<file path="src/rtl/imem_loader_pkg.sv">
// rtl/imem_loader_pkg.sv - shared processor constants and loader state encoding
//
// Purpose: constants and the loader FSM state type shared by the
//          instruction-memory loader and the processor around it.
// Contents: BYTES_PER_WORD, BYTE_IDX_W, loader_state_t.
package imem_loader_pkg;

   localparam int BYTES_PER_WORD = 4;
   localparam int BYTE_IDX_W     = $clog2(BYTES_PER_WORD);

   typedef enum logic [1:0] {
      IDLE  = 2'd0,
      LOAD  = 2'd1,
      WRITE = 2'd2,
      RUN   = 2'd3
   } loader_state_t;

endpackage

</file>
<file path="src/rtl/imem_loader.sv">
// rtl/imem_loader.sv - byte-stream to instruction-memory program loader
//
// Purpose: packs a big-endian byte stream into 32-bit words, writes them to
//          instruction memory and holds the processor in reset until the
//          whole program is loaded.
// Ports:
//   clock, reset        system clock, synchronous active-high reset
//   start               one-cycle pulse starting a load (honoured in IDLE/RUN)
//   in_valid, in_data,
//   in_last, in_ready   byte stream with valid/ready handshake
//   wren_imem,
//   address_imem,
//   data_imem           instruction-memory write port
//   proc_reset          processor held in reset while high
//   word_count          words written in the current or last load
//   overflow            sticky: bytes dropped because memory was full
module imem_loader
   import imem_loader_pkg::*;
#(
   parameter int ADDR_WIDTH = 12,
   parameter int DEPTH      = 4096
) (
   input  logic                  clock,
   input  logic                  reset,
   input  logic                  start,
   input  logic                  in_valid,
   input  logic [7:0]            in_data,
   input  logic                  in_last,
   output logic                  in_ready,
   output logic                  wren_imem,
   output logic [ADDR_WIDTH-1:0] address_imem,
   output logic [31:0]           data_imem,
   output logic                  proc_reset,
   output logic [ADDR_WIDTH:0]   word_count,
   output logic                  overflow
);

   localparam logic [ADDR_WIDTH:0]   COUNT_MAX = (ADDR_WIDTH+1)'(DEPTH);
   localparam logic [ADDR_WIDTH-1:0] ADDR_MAX  = ADDR_WIDTH'(DEPTH - 1);
   localparam logic [BYTE_IDX_W-1:0] LAST_IDX  = BYTE_IDX_W'(BYTES_PER_WORD - 1);

   loader_state_t         state;
   loader_state_t         next_state;
   logic [BYTE_IDX_W-1:0] byte_idx;
   logic [31:0]           word_buf;
   logic                  last_flag;
   logic [ADDR_WIDTH-1:0] address;
   logic [ADDR_WIDTH:0]   count;
   logic                  ovf;

   logic mem_full;
   logic accept;
   logic word_end;

   assign mem_full = (count == COUNT_MAX);
   assign accept   = in_valid && (state == LOAD);
   assign word_end = (byte_idx == LAST_IDX) || in_last;

   assign address_imem = address;
   assign data_imem    = word_buf;
   assign word_count   = count;
   assign overflow     = ovf;

   always_ff @(posedge clock) begin
      if (reset) begin
         state <= IDLE;
      end else begin
         state <= next_state;
      end
   end

   always_comb begin
      next_state = state;
      in_ready   = 1'b0;
      wren_imem  = 1'b0;
      proc_reset = 1'b1;
      case (state)
         IDLE: begin
            if (start) next_state = LOAD;
         end
         LOAD: begin
            in_ready = 1'b1;
            if (accept) begin
               // Once memory is full, bytes are swallowed; only in_last matters.
               if (mem_full) begin
                  if (in_last) next_state = RUN;
               end else if (word_end) begin
                  next_state = WRITE;
               end
            end
         end
         WRITE: begin
            wren_imem  = 1'b1;
            next_state = last_flag ? RUN : LOAD;
         end
         RUN: begin
            proc_reset = 1'b0;
            if (start) next_state = LOAD;
         end
         default: next_state = IDLE;
      endcase
   end

   always_ff @(posedge clock) begin
      if (reset) begin
         byte_idx  <= '0;
         word_buf  <= '0;
         last_flag <= 1'b0;
         address   <= '0;
         count     <= '0;
         ovf       <= 1'b0;
      end else begin
         case (state)
            IDLE, RUN: begin
               if (start) begin
                  byte_idx  <= '0;
                  last_flag <= 1'b0;
                  address   <= '0;
                  count     <= '0;
                  ovf       <= 1'b0;
               end
            end
            LOAD: begin
               if (accept) begin
                  if (mem_full) begin
                     ovf <= 1'b1;
                  end else begin
                     // Byte 0 clears the low bytes so a short final word is zero-padded.
                     case (byte_idx)
                        BYTE_IDX_W'(0): word_buf        <= {in_data, 24'h0};
                        BYTE_IDX_W'(1): word_buf[23:16] <= in_data;
                        BYTE_IDX_W'(2): word_buf[15:8]  <= in_data;
                        default:        word_buf[7:0]   <= in_data;
                     endcase
                     last_flag <= in_last;
                     byte_idx  <= word_end ? '0 : byte_idx + 1'b1;
                  end
               end
            end
            WRITE: begin
               count <= count + 1'b1;
               if (address != ADDR_MAX) address <= address + 1'b1;
            end
            default: ;
         endcase
      end
   end

endmodule
</file>
<file path="config.mk">
export PLATFORM = sky130hd
export DESIGN_NAME = imem_loader
export DESIGN_NICKNAME = d
export VERILOG_FILES = /design/src/rtl/imem_loader_pkg.sv /design/src/rtl/imem_loader.sv
export SDC_FILE = /design/constraint.sdc
export NUM_CORES = 1
export LEC_CHECK = 0
export BUFFER_PORTS_ARGS = -buffer_cell sky130_fd_sc_hd__buf_2
export CAP_MARGIN = 20
export CORE_MARGIN = 8
export CORE_UTILIZATION = 38
export CTS_CLUSTER_SIZE = 24
export DETAILED_ROUTE_END_ITERATION = 8
export PLACE_DENSITY = 0.6
export REMOVE_ABC_BUFFERS = 1
export SLEW_MARGIN = 20
export SYNTH_ARGS = -nofsm -noshare
export SYNTH_HDL_FRONTEND = slang
export SYNTH_SLANG_ARGS = --single-unit
export TNS_END_PERCENT = 50
</file>
<file path="constraint.sdc">
create_clock -name clock -period 5.6 [get_ports clock]
set_clock_uncertainty 0.1 [all_clocks]
set_input_delay 0 -clock clock [delete_from_list [all_inputs] [get_ports clock]]
set_output_delay 0 -clock clock [all_outputs]
set_load 0.01 [all_outputs]
</file>
---- Word level (Yosys, flattened, before mapping) ----
Cells that the tools add are included.
word-level totals
  register bits after elaboration ......... 63
  output and inout port bits .............. 61
  logic and storage cells ................. 79
  bits of input ports ..................... 13
operators by class
  multiplexer cells ....................... 30
  bitwise gates (word level) .............. 2
  reductions and logical operators ........ 19
  $add $sub $neg .......................... 3
  equality and inequality tests ........... 15
operator list
  cell                     number
  $pmux W8 S2              3
  $reduce_and A4 Y1        7
  $pmux W13 S2             1
  $mux W12                 2
  $pmux W12 S2             1
  $mux W2                  10
  $add A13 B1 Y13 const B  1
  $eq A13 B13 Y1 const B   1
  $mux W13                 1
  $add A12 B1 Y12 const B  1
  $ne A12 B12 Y1 const B   1
  $eq A2 B2 Y1 const B     4
  $mux W1                  8
  $ne A2 B2 Y1 const B     4
  $reduce_bool A2 Y1       4
  $ne A3 B3 Y1 const B     2
  $pmux W2 S3              1
  $eq A2 B1 Y1 const B     2
  $logic_not A2 Y1         2
  $pmux W1 S2              2
  $pmux W2 S2              1
  $reduce_or A2 Y1         2
  $reduce_and A3 Y1        1
  $add A2 B1 Y2 const B    1
  5 further kinds          6

---- Longest topological paths before layout ----
  depth after elaboration ................. 6
  depth in mapped cells ................... 9
  gate-level depth less buffers ........... 7

---- Least setup slack after synthesis ----
OpenSTA, ideal clock, no wires.
  path type ............................... register to register
  start ................................... reg state[0]
  end ..................................... reg byte_idx[1]
  setup slack ............................. 3.669 ns
  cell stages (with the launch flop) ...... 8
  period minus slack after synthesis ...... 1.931 ns
  path buffers ............................ 0
  data required time ...................... 5.430 ns
  library setup time ...................... 0.070 ns
  arrival ................................. 1.761 ns
  cell sequence ........................... dfxtp_1 -> inv_1 -> ha_1 -> or2b_1 -> o21ai_1 -> a211o_1 -> or2_1 -> a21oi_1
on the way
  cells in the longest elaborated chain, start to end .. 4
  elaborated cells between the ends (all ways) .. 11
  classes of those cells .................. eq/ne: 5; mux: 1; reduce/logical: 5
ends and longest elaborated chain
  what                                                                             line                source
  start: declaration                                                               imem_loader.sv:42   loader_state_t state;
  start signal: assignment                                                         imem_loader.sv:68   state <= next_state;
  $eq A2 B2 Y1, or another cell as far along                                       imem_loader.sv:113  case (state)
  $reduce_or A2 Y1 (no source line) / $logic_and A1 B1 Y1 (equally long branches)  n/a
  $ne A2 B1 Y1 (no source line), or another cell as far along                      n/a
  $reduce_and A4 Y1 (no source line)                                               n/a
  end signal: assignment                                                           imem_loader.sv:136  byte_idx <= word_end ? '0 : byte_idx + 1'b1;
  end: declaration                                                                 imem_loader.sv:44   logic [BYTE_IDX_W-1:0] byte_idx;
Parallel ways exist; a longest one is shown, timed or not.
A chain may end at the register's enable or synchronous reset.

---- Worst setup path in the final report ----
  start ................................... reg state[0]
  end ..................................... reg count[7], in the netlist word_count[7]
on the way
  cells in the longest elaborated chain, start to end .. 4
  elaborated cells between the ends (all ways) .. 8
  classes of those cells .................. eq/ne: 3; mux: 1; reduce/logical: 4
ends and longest elaborated chain
  what                                                                        line                source
  $eq A2 B2 Y1 / $logic_not A2 Y1 (equally long branches)                     imem_loader.sv:113
  $reduce_or A2 Y1 (no source line)                                           n/a
  $ne A2 B1 Y1 (no source line) / $reduce_bool A2 Y1 (equally long branches)  n/a
  $reduce_and A2 Y1 (no source line)                                          n/a
  end signal: assignment                                                      imem_loader.sv:141  count <= count + 1'b1;
  end: declaration                                                            imem_loader.sv:48   logic [ADDR_WIDTH:0] count;
Parallel ways exist; a longest one is shown, timed or not.

==> qor.csv <==
metric,value,unit
detailed placement HPWL,5.32,mm
Routed Wire Length,7.46,mm
Final Core Density,48.1,%
worst path required time,5.76,ns
post-synth top area share,43.1,%
Max rail drop VDD,208,uV
"commonest non-fill, non-tap cell in the layout",buf_2,
Post-DRT Antenna Nets,0,
PwrDens,326,nW/um^2
#FFs+latches synth,63,
minimum clock period,2.24,ns
GP Congestion,0.799,
Initial Utilization,38.5,%
CTS max path bufs,2,
largest net degree at the start of global routing,62,
Hold Fails Final Rpt,0,
initial antenna violation count,0,
Avg WL per Cell,14.3,um
Mapped Cells,329,
vias in the first global route,2594,
diode count,0,
Worst slew margin,41.9,%
maxcap violations,0,
Inserted Clock Buffers,9,
First-pass DRT Iterations,4,
routed vias/inst,5.11,
Worst Setup Start Kind,flip-flop,
Top Ports,74,
GRT overflow,0,
top post-synthesis cells by area,"dfxtp_1, o32ai_1, nand3b_1",
Post-Synthesis Cell Area,2930,sq um
CTS tree,built,
number of port buffers,73,
die area,10800,sq um
Layout area overhead,25.1,%
Post-synth EDFFs,0,
fin nets,436,
H-Tree Depth,3,
fraction of layout cells with a size suffix above 1,24.6,%
final setup TNS,0,ns
max-slew violation count,0,
period utilization,40.0,%
max frequency,0.446,GHz
synth warn,0,
Leak,1.47,nW
clock sink count,63,
routed vias,2659,
Fill cells,781,
Yosys top cell by area,dfxtp_1,
Setup CP Type,flip-flop to flip-flop,
Worst-path clk slew,0.07,ns
"commonest non-fill, non-tap cells in the layout","buf_2, dfxtp_1, nor2_1",
Post-CTS Setup Inserts,0,
most common flop cell mapped by yosys,dfxtp_1,
path category of the worst min-delay check,input pin to flip-flop,
unrepaired setup endpoints after global routing,no,
residual DRC count,0,
synth unique cells,54,
first-pass GRT wire length,12.6,mm
total track usage,13.9,%
DIE WIDTH,104,um
Slew @ Worst Pin,0.869,ns
Worst setup EP type,flip-flop,
Async SR Flop Fraction,0,%
row count,32,
core area,7610,sq um
DRT iter0 DRCs,85,
Die Y,104,um
sequential fraction of the synthesis area,43.1,%
clock latency on the worst-skew pair,0.33,ns
worst-path fanout max,21,
count of final setup violators,0,
Avg Inst Size Synth,8.90,sq um
Tot Pwr,1.19,mW
status,finished clean,
CTS Root Cell,clkbuf_8,
CP arrival,2.40,ns
[power by group]
| part | leakage, nW | internal (mW) | switching (mW) |
|---|---|---|---|
| sequential | 0.509 | 0.469 | 0.0187 |
| clock | 0.105 | 0.229 | 0.179 |
| combinational | 0.856 | 0.0969 | 0.199 |
| total | 1.47 | 0.795 | 0.396 |
[kinds of logic (layout without fill, tap and decap cells)]
| group | count (synthesis) | after routing | share of synthesized area [%] |
|---|---|---|---|
| AND/OR/NAND/NOR | 133 | 133 | 25.7 |
| AO/OA/AOI/OAI | 73 | 73 | 16.8 |
| flip-flops | 63 | 63 | 43.1 |
| buffers and inverters | 37 | 126 | 6.11 |
| adder cells (fa/ha/maj) | 10 | 10 | 4.28 |
| XOR/XNOR | 10 | 10 | 2.99 |
| multiplexers | 3 | 3 | 1.07 |
[worst paths after layout]
kind / depth (start not counted) / slack (ns) / from / end
max: 6 / 3.36 / state[0] / word_count[7]
min reg2reg: 2 / 0.35 / data_imem[6] / data_imem[6]
max reg2reg: 6 / 3.36 / state[0] / word_count[7]
min: 3 / 0.05 / start / state[0]
[routing by layer]
layer / vias to the layer above / part of all wire, % / global-route usage, %
met1: 1222 / 49 / 17.9
met5: - / 0 / 0
met2: 80 / 43 / 21.3
met4: 0 / 1.6 / 5.48
li1: 1345 / - / -
met3: 12 / 6.3 / 4.03
[state kept, by name (all words and copies together) (netlist names)]
signal        flops
word_count       13
data_imem        32
byte_idx          2
overflow          1
state             2
address_imem     12
last_flag         1
[cell type report]
type / count / area (sq um) / share of cell area [%]
inverters: 25 / 93.8 / 2.56
flip-flops and latches: 63 / 1260 / 34.5
clock buffers: 11 / 151 / 4.14
clock inverters: 5 / 56.3 / 1.54
repair buffers: 85 / 483 / 13.2
well taps: 102 / 128 / 3.49
multi-input cells: 229 / 1490 / 40.6
[worst max-delay path, stage by stage (launching register included)]
cell and delay, ns:
dfxtp_1 0.34, inv_1 0.07, ha_1 0.60, mux2_2 0.37, nand4_2 0.18, or3_1 0.38
a21oi_1 0.14
[synth_stat cells (all sizes together), types with 7 or more instances]
master,n
a21oi,22
xor2,7
o21ai,16
o32ai,16
clkbuf,9
nand3b,17
nor2,30
nand3,13
nand2,29
ha,10
inv,25
dfxtp,63
nand2b,10
[through the flow]
| stage | std cells | hold WS (ns) | cell area, sq um | setup slack, ns |
|---|---|---|---|---|
| after CTS | 520 | 0.0331 | 3660 | 3.36 |
| final | 520 | 0.0504 | 3660 | 3.36 |
| after detailed placement | 493 | 0.204 | 3340 | 3.37 |
| after global routing | 520 | 0.0763 | 3660 | 3.16 |
| after floorplan | 317 | -0.0309 | 2840 | 3.60 |
| after global placement | 493 | 0.201 | 3340 | 3.41 |
[repair_timing]
| item | in CTS | in global routing |
|---|---|---|
| hold endpoints to repair | 35 | 0 |
| endpoints found under the setup margin | 0 | 0 |
| gates resized for setup | 0 | 0 |
| hold buffers | 11 | 0 |
Power figures use the tool's default switching activity.
